`src/rtl/cluster_periph_demux.sv`:
```
// Cluster peripheral demultiplexer: routes one master port to NB_SPERIPH slave slots
// (1 KB each), answers unmapped slots locally and keeps responses in grant order.
module cluster_periph_demux #(
  parameter int                    NB_SPERIPH      = 10,
  parameter logic [NB_SPERIPH-1:0] UNMAPPED_MASK   = 10'b00_0000_1000,
  parameter int                    MAX_OUTSTANDING = 4,
  parameter logic [31:0]           ERR_RDATA       = 32'hBADC_AB1E
) (
  input  logic                  clk_i,
  input  logic                  rst_i,
  input  logic                  req_i,
  input  logic [31:0]           add_i,
  input  logic                  wen_i,
  input  logic [31:0]           wdata_i,
  input  logic [3:0]            be_i,
  output logic                  gnt_o,
  output logic                  r_valid_o,
  output logic [31:0]           r_rdata_o,
  output logic                  r_opc_o,
  output logic [NB_SPERIPH-1:0] per_req_o,
  output logic [31:0]           per_add_o,
  output logic                  per_wen_o,
  output logic [31:0]           per_wdata_o,
  output logic [3:0]            per_be_o,
  input  logic [NB_SPERIPH-1:0] per_gnt_i,
  input  logic [NB_SPERIPH-1:0] per_r_valid_i,
  input  logic [31:0]           per_r_rdata_i [NB_SPERIPH],
  input  logic [NB_SPERIPH-1:0] per_r_opc_i
);

  localparam int CW = $clog2(MAX_OUTSTANDING + 1);

  // Handshake: a transfer happens in any cycle with req_i && gnt_o; a response is a
  // single cycle with r_valid_o high. Neither side may retract or delay the other.
  typedef struct packed {
    logic       err;
    logic [3:0] slot;
  } tgt_t;

  logic [CW-1:0] cnt;
  tgt_t          last_tgt;
  logic          err_pend;

  logic [3:0] slot;
  logic       slot_mapped;
  tgt_t       tgt;
  logic       sel_gnt;
  logic       sel_rvalid;
  logic       sel_ropc;
  logic [31:0] sel_rdata;
  logic       fwd;
  logic       r_valid_int;
  logic       stall;
  logic       gnt_int;
  logic [NB_SPERIPH-1:0] per_req_int;
  logic       hs;

  assign slot = add_i[13:10];

  always_comb begin
    slot_mapped = 1'b0;
    sel_gnt     = 1'b0;
    for (int i = 0; i < NB_SPERIPH; i++) begin
      if (slot == 4'(i)) begin
        slot_mapped = !UNMAPPED_MASK[i];
        sel_gnt     = per_gnt_i[i];
      end
    end
  end

  assign tgt.err  = !slot_mapped;
  assign tgt.slot = slot_mapped ? slot : 4'd0;

  always_comb begin
    sel_rvalid = 1'b0;
    sel_ropc   = 1'b0;
    sel_rdata  = 32'd0;
    for (int i = 0; i < NB_SPERIPH; i++) begin
      if (last_tgt.slot == 4'(i)) begin
        sel_rvalid = per_r_valid_i[i];
        sel_ropc   = per_r_opc_i[i];
        sel_rdata  = per_r_rdata_i[i];
      end
    end
  end

  assign fwd         = (cnt != '0) && !last_tgt.err;
  assign r_valid_int = err_pend || (fwd && sel_rvalid);

  // A response retiring in this cycle frees a slot, so a full counter does not stall then.
  assign stall = req_i && (((cnt == CW'(MAX_OUTSTANDING)) && !r_valid_int) ||
                           ((cnt != '0) && (tgt != last_tgt)) ||
                           err_pend);

  assign gnt_int = req_i && !stall && (tgt.err || sel_gnt);

  always_comb begin
    per_req_int = '0;
    if (req_i && !stall && !tgt.err) begin
      for (int i = 0; i < NB_SPERIPH; i++) per_req_int[i] = (slot == 4'(i));
    end
  end

  assign gnt_o     = !rst_i && gnt_int;
  assign per_req_o = rst_i ? '0 : per_req_int;
  assign r_valid_o = !rst_i && r_valid_int;
  assign r_opc_o   = r_valid_o && (err_pend || sel_ropc);
  assign r_rdata_o = !r_valid_o ? 32'd0 : (err_pend ? ERR_RDATA : sel_rdata);

  assign per_add_o   = add_i;
  assign per_wen_o   = wen_i;
  assign per_wdata_o = wdata_i;
  assign per_be_o    = be_i;

  assign hs = gnt_o;

  always_ff @(posedge clk_i) begin
    if (rst_i) begin
      cnt      <= '0;
      err_pend <= 1'b0;
      last_tgt <= '0;
    end else begin
      if (hs) last_tgt <= tgt;
      err_pend <= hs && tgt.err;
      case ({hs, r_valid_o})
        2'b10:   cnt <= cnt + 1'b1;
        2'b01:   cnt <= cnt - 1'b1;
        default: cnt <= cnt;
      endcase
    end
  end

  a_no_resp_when_idle: assert property (@(posedge clk_i) disable iff (rst_i)
    r_valid_o |-> (cnt != '0));
  a_cnt_bounded: assert property (@(posedge clk_i) disable iff (rst_i)
    cnt <= CW'(MAX_OUTSTANDING));

endmodule
```
`config.mk`:
```
export PLATFORM = sky130hd
export DESIGN_NAME = cluster_periph_demux
export DESIGN_NICKNAME = d
export VERILOG_FILES = /design/src/rtl/cluster_periph_demux.sv
export SDC_FILE = /design/constraint.sdc
export NUM_CORES = 1
export LEC_CHECK = 0
export BUFFER_PORTS_ARGS = -buffer_cell sky130_fd_sc_hd__buf_2
export CORE_AREA = 10 10 202 204
export CTS_CLUSTER_SIZE = 12
export DETAILED_ROUTE_END_ITERATION = 10
export DIE_AREA = 0 0 212 214
export SYNTH_ARGS = -nofsm -noshare
export SYNTH_HDL_FRONTEND = slang
export SYNTH_SLANG_ARGS = --single-unit
```
`constraint.sdc`:
```
create_clock -name clk_i -period 7.7 [get_ports clk_i]
set_input_delay 1.54 -clock clk_i [delete_from_list [all_inputs] [get_ports clk_i]]
set_output_delay 1.54 -clock clk_i [all_outputs]
set_load 0.01 [all_outputs]
```
==> impl_metrics.yaml <==
floorplanning:
  initial_core_util_pct: 11.5
  die_y_um: 214
  core_mm2: 0.0370
  fp.dieW_um: 212
  pin_count: 536
  dieArea_mm2: 0.0454
  num_rows: 71
placement:
  place_congestion: 0.906
  port_buffers: 404
  dp.final_hpwl_um: 28200
  placed_cells: 1386
sta:
  slew-limit-headroom_pct: 27.1
  worst_pin_slew_ns: 1.09
  drv_slew: 0
  setup_tns_ns: 0
  fmax_mhz: 185
  finalHoldViolations: 0
  fin_crit_sh_pct: 70.3
  setup_viol: 0
  rsz0062_at_grt: "no"
  fin_skew_ns: 0.00384
  hold_ws_ns: 0.547
  period_needed_ns: 5.41
clocking:
  htreeDepth: 1
  hold_buffers: 0
  cts.repair.resized: 0
  cts-root-buf: "clkbuf_16"
  clock_tree.buffer_depth: 2
  cts_setup_buffers: 0
  clk_latency_ns: 0.24
  clk_pin_slew_ns: 0.04
  cts_tree: "built"
  clock-sinks: 9
  cts_buffers: 3
synth:
  synth_top_area_share_pct: 12.5
  yosys.area.top_type: "buf_4"
  yosysWarningCount: 0
  synth_edf_count: 0
  ys_seq_area_share_pct: 4.22
  synth.area.top_cells: "buf_4 (12%), mux2i_1 (11%), mux4_2 (8.4%)"
  synth-seq-cells: 9
  synth_area_mm2: 0.00427
  synth.distinct_cells: 60
  async_flop_share_pct: 0
  synthFlopType: "dfxtp_1"
  syn-num-nets: 1044
  avgSynthCellArea_um2: 6.89
  synth_cells: 620
cells_and_area:
  final_common_cell: "buf_2"
  stdcell_count: 1391
  fin_nets: 1341
  num-fill-cells: 4312
  final_cell_mix: "buf_2 (404), nor2_1 (71), a21oi_1 (69)"
  multi_input_area_mm2: 0.00329
  syn2layout_area_growth_pct: 48.6
  regArea_um2: 188
  drive_gt1_share_pct: 50.7
  final_core_util_pct: 17.1
detailed_routing:
  drc: 0
  finalWirelength_um: 33300
  vias_per_cell: 4.44
  dr.pass1.iters: 4
  ant_nets: 0
  route.met2.wl_um: 15900
  wire_per_inst_um: 23.9
  dr_total_vias: 6178
  wl_met1_um: 13700
  wl_met3_um: 2640
  drt_iter0_markers: 479
  top_layer_used: "met4"
grt:
  antenna_found_initial: 1
  grt_pass1_vias: 6516
  grt_pass1_wl_um: 45600
  grt_usage_pct: 13.6
  grt_max_degree: 69
  grt_overflow: 0
power_and_ir_drop:
  cellPowerDensity_mw_per_mm2: 104
  combinationalPowerShare_pct: 73.9
  switchingPower_w: 0.000322
  p_int_w: 0.000335
  switching_share_pct: 49.1
  clkPwrFrac_pct: 14.1
  peakVddDrop_uv: 72.1
  p_seq_share_pct: 11.9
  p_leak_nw: 2.76
worst_setup_path:
  cp_max_fo: 68
  crit_required_ns: 6.16
  worst_setup_path_start_kind: "flop"
  r2r_setup_slack_ns: 2.99
  cp.arrival_ns: 3.87
  criticalPathCategory: "flop to output port"
  cp-end-kind: "output port"
worst_hold_path:
  hp-class: "flop to flop"
run_status:
  status: "finished, final reports clean"
run:
  drv_cap: 0
## area by class of cell
class,instances,area share (%)
timing repair buffer,417,33.4
sequential,9,2.96
clock buffer,4,1.24
antenna,1,0.0394
inverter,19,1.12
tap,474,9.35
multi-input combinational,467,51.9
## registers in the layout, summed over array words and instances, names as in the netlist
name / count
cnt: 3
err_pend: 1
last_tgt: 5
## cells in the mapped netlist, drive strengths merged (4+ instances only)
cell type / instances
a31oi: 21
clkbuf: 32
o22ai: 10
dfxtp: 9
nor4: 7
mux2: 12
and3: 4
nor2: 71
and2: 5
nor3: 11
o211ai: 16
inv: 19
nor2b: 15
mux2i: 47
a22o: 8
a22oi: 7
nand2: 29
nand2b: 6
a21oi: 69
mux4: 16
o221ai: 12
o21ai: 48
a221oi: 13
buf: 93
## power by group through the flow
stage / Clock (W) / Combinational, W / Sequential (W)
floorplan: 0 / 0.000313 / 0.0000589
global placement: 0 / 0.000489 / 0.0000792
detailed placement: 0 / 0.000495 / 0.0000792
CTS: 0.0000937 / 0.000498 / 0.0000787
global route: 0.0000967 / 0.000533 / 0.0000812
finish: 0.0000929 / 0.000486 / 0.0000784
## logic make-up (layout without fill, tap and decap cells)
group / after synthesis / count (layout) / share of synthesized area, %
compound gates: 222 / 222 / 33.5
simple gates: 164 / 164 / 18.4
buf+inv: 144 / 440 / 19.4
mux: 75 / 75 / 23.0
flops: 9 / 9 / 4.22
xor+xnor: 3 / 3 / 0.615
fa+ha+maj: 2 / 2 / 0.762
other cells: 1 / 2 / 0.0878
## critical path, stage by stage (launching register included)
cell	delay, ns
dfxtp_4	0.90
nor2b_1	0.91
and3_2	0.36
a22oi_1	0.09
o21ai_1	0.32
o211ai_1	0.17
buf_4	0.24
a311oi_1	0.33
buf_2	0.21
## final timing paths
path,depth (start not counted),end,start
max reg2reg,12,cnt[2],last_tgt[0]
max,8,r_rdata_o[7],last_tgt[0]
min,2,cnt[2],cnt[2]
min reg2reg,2,cnt[2],cnt[2]
## metrics by stage
step	worst slack [ns]	power (W)	instance area (µm²)
3_5_place_dp	2.44	0.000574	6260
6_report	2.29	0.000657	6350
5_1_grt	2.00	0.000710	6350
4_1_cts	2.21	0.000670	6340
2_1_floorplan	2.97	0.000372	4270
3_3_place_gp	2.43	0.000568	6260
## per-layer routing
| metal | GRT usage (%) | vias up |
|---|---|---|
| met1 | 16.3 | 2923 |
| met5 | 0 | - |
| met3 | 2.94 | 65 |
| met4 | 4.87 | 0 |
| met2 | 23.0 | 357 |
| li1 | - | 2833 |
(Power assumes the default switching activity.)
